## src/rtl/key_tone_gen.sv

```systemverilog
// Purpose: tracks PS/2 make/break codes for note keys and drives a square-wave tone for the held note.
// Latency: gate/held_key/note_hp update on the edge ending the data_valid cycle; first toggle note_hp edges later.
// Backpressure: none; every data_valid strobe is consumed, including back-to-back strobes.
module key_tone_gen #(
  parameter int HP_WIDTH = 21
) (
  input  logic                clk,
  input  logic                rst_n,
  input  logic [7:0]          data,
  input  logic                data_valid,
  input  logic [HP_WIDTH-1:0] half_period,
  output logic                tone_out,
  output logic                gate,
  output logic [7:0]          held_key,
  output logic [HP_WIDTH-1:0] note_hp
);

  typedef enum logic {
    ST_IDLE  = 1'b0,
    ST_BREAK = 1'b1
  } state_t;

  localparam logic [7:0] BREAK_CODE = 8'hF0;

  state_t              state_q, state_d;
  logic                gate_q, gate_d;
  logic                tone_q, tone_d;
  logic [7:0]          held_q, held_d;
  logic [HP_WIDTH-1:0] hp_q, hp_d;
  logic [HP_WIDTH-1:0] cnt_q, cnt_d;
  logic [HP_WIDTH-1:0] cnt_last;
  logic                capture;
  logic                release_key;

  // Scan codes of the twelve keys that play a note.
  function automatic logic is_note(input logic [7:0] b);
    case (b)
      8'h15, 8'h1D, 8'h24, 8'h2D, 8'h2C, 8'h35,
      8'h3C, 8'h43, 8'h44, 8'h4D, 8'h54, 8'h5B: is_note = 1'b1;
      default:                                  is_note = 1'b0;
    endcase
  endfunction

  // A half period of 0 is treated as 1, so the terminal count is 0 in both cases.
  assign cnt_last = (hp_q == '0) ? '0 : hp_q - HP_WIDTH'(1);

  // Next state: decode the byte stream, then capture, release or advance the tone counter.
  always_comb begin
    state_d     = state_q;
    gate_d      = gate_q;
    tone_d      = tone_q;
    held_d      = held_q;
    hp_d        = hp_q;
    cnt_d       = cnt_q;
    capture     = 1'b0;
    release_key = 1'b0;

    if (data_valid) begin
      case (state_q)
        ST_IDLE: begin
          if (data == BREAK_CODE) begin
            state_d = ST_BREAK;
          end else if (is_note(data) && (!gate_q || data != held_q)) begin
            // Typematic repeats of the held key fall through and leave the phase alone.
            capture = 1'b1;
          end
        end
        ST_BREAK: begin
          if (data != BREAK_CODE) begin
            state_d = ST_IDLE;
            // Releasing some other key leaves the current note sounding.
            if (gate_q && data == held_q) release_key = 1'b1;
          end
        end
        default: state_d = ST_IDLE;
      endcase
    end

    if (capture) begin
      held_d = data;
      hp_d   = half_period;
      gate_d = 1'b1;
      cnt_d  = '0;
      // A key change while sounding keeps the current level so the output never glitches.
      tone_d = gate_q ? tone_q : 1'b0;
    end else if (release_key) begin
      held_d = '0;
      hp_d   = '0;
      gate_d = 1'b0;
      cnt_d  = '0;
      tone_d = 1'b0;
    end else if (gate_q) begin
      if (cnt_q == cnt_last) begin
        cnt_d  = '0;
        tone_d = ~tone_q;
      end else begin
        cnt_d  = cnt_q + HP_WIDTH'(1);
      end
    end else begin
      cnt_d  = '0;
      tone_d = 1'b0;
    end
  end

  // State and output registers; reset silences the tone immediately.
  always_ff @(posedge clk or negedge rst_n) begin
    if (!rst_n) begin
      state_q <= ST_IDLE;
      gate_q  <= 1'b0;
      tone_q  <= 1'b0;
      held_q  <= '0;
      hp_q    <= '0;
      cnt_q   <= '0;
    end else begin
      state_q <= state_d;
      gate_q  <= gate_d;
      tone_q  <= tone_d;
      held_q  <= held_d;
      hp_q    <= hp_d;
      cnt_q   <= cnt_d;
    end
  end

  assign tone_out = tone_q;
  assign gate     = gate_q;
  assign held_key = held_q;
  assign note_hp  = hp_q;

endmodule

```

## config.mk

```make
export PLATFORM = sky130hd
export DESIGN_NAME = key_tone_gen
export DESIGN_NICKNAME = d
export VERILOG_FILES = /design/src/rtl/key_tone_gen.sv
export SDC_FILE = /design/constraint.sdc
export NUM_CORES = 1
export LEC_CHECK = 0
export CAP_MARGIN = 30
export CORE_MARGIN = 5
export CORE_UTILIZATION = 58
export CTS_CLUSTER_SIZE = 25
export DETAILED_ROUTE_END_ITERATION = 10
export PLACE_DENSITY = 0.86
export REMOVE_ABC_BUFFERS = 1
export SLEW_MARGIN = 10
export SYNTH_ARGS = -nofsm -noshare
export SYNTH_HDL_FRONTEND = slang
export SYNTH_SLANG_ARGS = --single-unit
```

## constraint.sdc

```tcl
create_clock -name clk -period 9.16 [get_ports clk]
set_clock_uncertainty 0.05 [all_clocks]
set_input_delay 0.916 -clock clk [delete_from_list [all_inputs] [get_ports clk]]
set_output_delay 0.916 -clock clk [all_outputs]
set_load 0.1 [all_outputs]
```

==> key figures, run 1 <==
Clocking
  • Sink Count: 53
  • Clock slew at reported path FFs: 0.09 ns
  • Post_cts resized: 0
  • Postcts setup bufs: 0
  • CTS tree: done
  • Skew-Pair Late Insertion Delay: about 0.31 ns
  • H-tree depth: 2
  • Root buf cell: clkbuf_8
  • Clock Tree Buf Depth: 2
  • CTS Buf Count: 5
  • Cts hold-fix bufs: 0

STA
  • Hold Vio Cnt, Final: 0
  • Slew headroom: about 34%
  • Crit share post-route: a little over two fifths
  • Final Setup Violations: 0
  • Worst slew pin tran: 0.991 ns
  • Slew Limit Fails: 0
  • Max Clk Rate: roughly 250 MHz
  • Setup TNS Final: 0 ns
  • Minimum clock period: about 4 ns
  • RSZ-0062 raised after global routing: false
  • Worst setup margin: ~5.2 ns

Placed design
  • Placer Congestion: 1.05
  • Placement Setup Slack: between 5 and 6 ns
  • Post-DP Area: 0.00434 mm²
  • Cells after DPL: ~560
  • DP HPWL: 7650 µm
  • Port bufs: 62

Logic synthesis
  • Count of cell types in the netlist: 66
  • Top cell type's share of synthesized area: ~36%
  • Post-synthesis cell count: 450
  • Post-synth EDFFs: 0
  • Synth async-reset ratio: 100%
  • Seq/Total Area, Yosys: 35.7%
  • Cell taking the most area after synthesis: dfrtp_1
  • Cell area after synthesis: approximately 0.0037 mm²
  • Area contributors post-synth: dfrtp_1, nand3_1, xnor2_1, xor2_1, o21ai_0
  • Syn. warnings: 0
  • Syn Area/Cell: approximately 8.2 µm²
  • Synth Flop Type: dfrtp_1
  • Yosys reg bits: 53

Worst setup path
  • Critical R2R Launch: note_hp[0]
  • Reg-to-Reg End: cnt_q[16]
  • Worst EP arrival: roughly 4.1 ns
  • Crit end category: register
  • Cells on worst reg2reg path: 10
  • R2R setup slack: between 5 and 6 ns
  • Crit start category: register
  • Worst EP required: approximately 9.3 ns
  • Crit-path cells: inv_1 -> ha_1 -> nor3b_2 -> nand4_1 -> nor2_1 -> nor2_1 -> or4_1 -> a2111oi_2 -> and4b_1 -> nor3_1
  • CP peak stage delay: 0.76 ns
  • Cell mode on critical path: nor2_1
  • CP max-delay cell: and4b_1
  • CP max FO: 21
  • Crit path from: note_hp[0]
  • Setup Crit Path Kind: reg2reg

Layout
  • Fraction of layout cells with a size suffix above 1: slightly below 5%
  • Nets: roughly 530
  • Commonest non-fill, non-tap cell in the layout: clkdlybuf4s50_1
  • Inserted Diodes: 0
  • Layout Cells excl Fill: 570
  • Commonest cells after routing, fill and taps aside: clkdlybuf4s50_1, dfrtp_1, nand3_1
  • Area Overhead vs Synth: 19.3%
  • Design area: ~0.0044 mm²

Route
  • Post-detailed-route DRC marker count: 0
  • Initial detailed-routing violation count: ~260
  • Via count: 3617
  • Routed wire length: ~10000 µm
  • WL per Instance: 17.5 µm
  • Via-to-Cell Ratio: roughly 6.3
  • Post-DRT Antenna Nets: 0
  • 1st-pass router iterations: 5

Die
  • Die Footprint: 0.00810 mm²
  • Die Ht: roughly 90 µm
  • CORE AREA: around 0.0063 mm²
  • Initial core utilization: between 50% and 60%
  • Ports: between 60 and 70
  • Rows: 29
  • Die X: between 90 and 100 µm

Global route
  • Largest net degree at the start of global routing: 38
  • First-pass GRT wire length: 17300 µm
  • Vias in the first global route: roughly 3.6k
  • Global route total overflow: 0
  • GRT Total Usage: approximately 25%
  • Initial antenna violation count: 0
  • Met2 Usage GRT: 41.0%
  • Global routing usage on met1: around a third
  • Met3 usage: between 3 and 4%
  • GRT Max-Usage Layer: met2

Min path
  • Hold Path End: held_key[0]
  • Worst Hold Launch: held_key[0]
  • Worst hold path type: reg2reg
  • Hold path depth: 2

Run status
  • Status: completed

Power and ir drop
  • Cell Pwr Density: approximately 260 mW/mm²
  • Max VDD drop: approximately 0.20 mV
  • Leak: approximately 0.0019 µW

Flow run
  • Max-cap violations: 0
==> how the worst max path moves through the flow <==
stage                     cells after the start  slack, ns         to
after floorplan                               7       5.30  cnt_q[10]
after global placement                        7       4.91   cnt_q[5]
after detailed placement                     10       5.26   cnt_q[5]
after CTS                                    10       5.23   cnt_q[5]
after global routing                         10       4.83   cnt_q[7]
final                                        10       5.16  cnt_q[16]
==> critical path, delay by kind of cell (launching register included) <==
family	cells	cell delay, ns
compound gates	1	0.21
fa+ha+maj	1	0.20
buf+inv	1	0.09
flops	1	0.47
simple gates	7	2.80
==> kinds of logic after synthesis <==
logic type | Yosys count | synth area share [%]
AND/OR/NAND/NOR | 193 | 29.3
AO/OA/AOI/OAI | 84 | 15.0
buffers and inverters | 68 | 7.38
flip-flops | 53 | 35.7
XOR/XNOR | 47 | 11.1
multiplexers | 3 | 0.843
adder cells (fa/ha/maj) | 2 | 0.674
==> stage by stage <==
step           hold WS (ns)  util (%)  power, µW
5_1_grt               0.552      70.6       1230
6_report              0.512      70.6       1170
3_3_place_gp          0.495      68.6       1010
4_1_cts               0.522      70.6       1160
2_1_floorplan         0.464         -        847
3_5_place_dp          0.500      69.2       1030
==> synthesized netlist by cell type, types with 3 or more instances <==
library cell / number
dfrtp_1: 53
nand3_1: 44
inv_1: 38
o21ai_0: 33
nor3_1: 27
nor2_1: 25
xnor2_1: 25
clkbuf_1: 24
xor2_1: 22
nand2_1: 20
nand4_1: 13
nor4_1: 12
a21oi_1: 10
and3_1: 10
a211oi_1: 5
a32oi_1: 5
or3_1: 5
or4_1: 5
nand2b_1: 4
nand4b_1: 4
buf_2: 3
o22ai_1: 3
==> metal layers <==
layer / part of all wire (%) / up-vias / routed length (µm)
li1: - / 1702 / -
met5: 0 / - / 0
met4: 2.0 / 0 / 199
met2: 47 / 145 / 4710
met1: 44 / 1748 / 4410
met3: 6.7 / 22 / 668
==> where the power goes <==
group	internal (µW)	switching, µW
registers	273	78.6
logic	205	476
clock network	60.2	75.7
total	538	630
==> layout make-up <==
class	count	area, µm²
flip-flops and latches	53	1330
well taps	77	96.3
multi-input cells	329	2110
repair buffers	66	666
fillers	530	1850
inverters	38	143
clock buffers	7	86.3
==> flip-flops by register name (all words and copies together), names as in the netlist <==
register	flops
held_key	8
tone_out	1
note_hp	21
cnt_q	21
gate	1
state_q	1
Note: power is estimated with default switching activity, not from simulation.
==> inputs of run 2 (changes only) <==
--- a/config.mk
+++ b/config.mk
@@ -7,10 +7,10 @@
 export LEC_CHECK = 0
 export CAP_MARGIN = 30
 export CORE_MARGIN = 5
-export CORE_UTILIZATION = 58
+export CORE_UTILIZATION = 49
 export CTS_CLUSTER_SIZE = 25
 export DETAILED_ROUTE_END_ITERATION = 10
-export PLACE_DENSITY = 0.86
+export PLACE_DENSITY = 0.78
 export REMOVE_ABC_BUFFERS = 1
 export SLEW_MARGIN = 10
 export SYNTH_ARGS = -nofsm -noshare
==> constraint.sdc (replaced) <==
create_clock -name clk -period 3.5 [get_ports clk]
set_clock_uncertainty 0.05 [all_clocks]
set_input_delay 0.35 -clock clk [delete_from_list [all_inputs] [get_ports clk]]
set_output_delay 0.35 -clock clk [all_outputs]
set_load 0.1 [all_outputs]
==> key figures, run 2 (synthesis gave the netlist of run 1 again) <==
Run status
  • Status: completed

Clocking
  • Sink Count: between 50 and 60
  • Clock Tree Buf Depth: 2
  • CTS Buf Count: 5
  • Skew-Pair Late Insertion Delay: about 0.31 ns
  • Clock slew at reported path FFs: 0.09 ns
  • CTS tree: done
  • Root buf cell: clkbuf_8
  • H-tree depth: 2
  • Postcts setup bufs: 0

Global route
  • Global route total overflow: 0
  • Initial antenna violation count: 0
  • Vias in the first global route: 3433
  • First-pass GRT wire length: 17500 µm
  • Largest net degree at the start of global routing: 34
  • GRT Total Usage: ~22%

Route
  • Routed wire length: 10500 µm
  • Via-to-Cell Ratio: approximately 6.0
  • Post-DRT Antenna Nets: 0
  • Post-detailed-route DRC marker count: 0
  • Via count: between 3k and 4k
  • WL per Instance: about 17 µm
  • Initial detailed-routing violation count: roughly 220
  • 1st-pass router iterations: 5

STA
  • Max Clk Rate: 303 MHz
  • Final Setup Violations: 0
  • Hold WS: roughly 0.52 ns
  • Worst slew pin tran: about 1 ns
  • Hold Vio Cnt, Final: 0
  • Crit share post-route: between 90% and 100%
  • Minimum clock period: roughly 3.3 ns
  • Slew headroom: 33.4%
  • Setup TNS Final: 0 ns
  • RSZ-0062 raised after global routing: false
  • Slew Limit Fails: 0

Die
  • Die X: 97.0 µm
  • Ports: 63
  • Die Footprint: 0.00942 mm²
  • Rows: 31
  • Initial core utilization: about half
  • CORE AREA: ~0.0073 mm²
  • Die Ht: between 90 and 100 µm

Power and ir drop
  • Tot Pwr: 3160 µW
  • Max VDD drop: 0.586 mV
  • Cell Pwr Density: between 600 and 700 mW/mm²
  • Leak: a little under 0.002 µW

Worst setup path
  • CP delay by family, top: simple AND/OR/NAND/NOR gates
  • CP max FO: 21
  • Crit start category: register
  • Worst EP required: roughly 3.6 ns
  • Crit end category: register
  • Worst EP arrival: 3.44 ns
  • Setup Crit Path Kind: reg2reg
  • CP max-delay cell: or3b_2
  • Cell mode on critical path: nor3_1
  • R2R setup slack: 0.20 ns
  • WP buf/inv: 2
  • CP peak stage delay: 0.52 ns
  • Crit-path cells: inv_1 -> ha_1 -> or3b_2 -> nor3_1 -> xor2_1 -> a21oi_1 -> a211o_1 -> a2111oi_2 -> and4b_1 -> buf_12 -> nor3_1

Layout
  • Commonest cells after routing, fill and taps aside: clkdlybuf4s50_1, dfrtp_1, nand3_1
  • Design area: 0.00459 mm²
  • Commonest non-fill, non-tap cell in the layout: clkdlybuf4s50_1
  • Layout Cells excl Fill: 609
  • Inserted Diodes: 0
  • Nets: 544
  • Area Overhead vs Synth: 23.6%
  • Fraction of layout cells with a size suffix above 1: 8.04%

Placed design
  • Port bufs: 62
  • Cells after DPL: about 600
  • Placer Congestion: 0.928
  • DP HPWL: just over 8000 µm
  • Post-DP Area: ~0.0045 mm²

Min path
  • Worst hold path type: in2async

Flow run
  • Max-cap violations: 0
[run 2: stage by stage]
stage                     utilization [%]  setup WS (ns)
after global routing                 62.6         0.0114
after global placement               61.2          0.271
final                                62.6          0.202
after floorplan                         -         -0.356
after CTS                            62.5          0.206
after detailed placement             61.2          0.229
[run 2: power breakdown]
group          total (µW)  internal [µW]  switching (µW)
Combinational        1940            603            1330
Clock                 354            158             196
Sequential            867            714             152
[run 2: final timing paths]
kind                             startpoint          end  cells past startpoint
worst max-delay path             note_hp[0]    cnt_q[15]                     11
worst min-delay path                  rst_n     cnt_q[0]                      2
worst max register to register   note_hp[0]    cnt_q[15]                     11
min in group clk                held_key[1]  held_key[1]                      2
max in group asynchronous             rst_n  note_hp[16]                      3
worst min register to register  held_key[1]  held_key[1]                      2
[run 2: layout make-up]
class	instances	area, µm²
flip-flops and latches	53	1330
repair buffers	83	788
clock buffers	7	86.3
fillers	625	2740
well taps	99	124
inverters	38	143
multi-input cells	329	2120
[run 2: timing repair]
item | CTS | global route
hold buffers | 1 | 0
resized for setup | 0 | 3
hold endpoints to repair | 5 | 0
endpoints found under the setup margin | 0 | 22
[run 2: worst reg2reg max path, stage by stage (launching register included)]
cell	delay (ns)
dfrtp_1	0.46
inv_1	0.09
ha_1	0.19
or3b_2	0.52
nor3_1	0.19
xor2_1	0.32
a21oi_1	0.17
a211o_1	0.31
a2111oi_2	0.36
and4b_1	0.29
buf_12	0.17
nor3_1	0.07
[run 2: per-layer routing]
metal  routed length [µm]  global-route usage, %  vias up
li1                     -                      -     1746
met1                 4720                   31.0     1736
met2                 5080                   36.0      129
met3                  613                   2.95       14
met4                  125                   5.40        0
met5                    0                      0        -
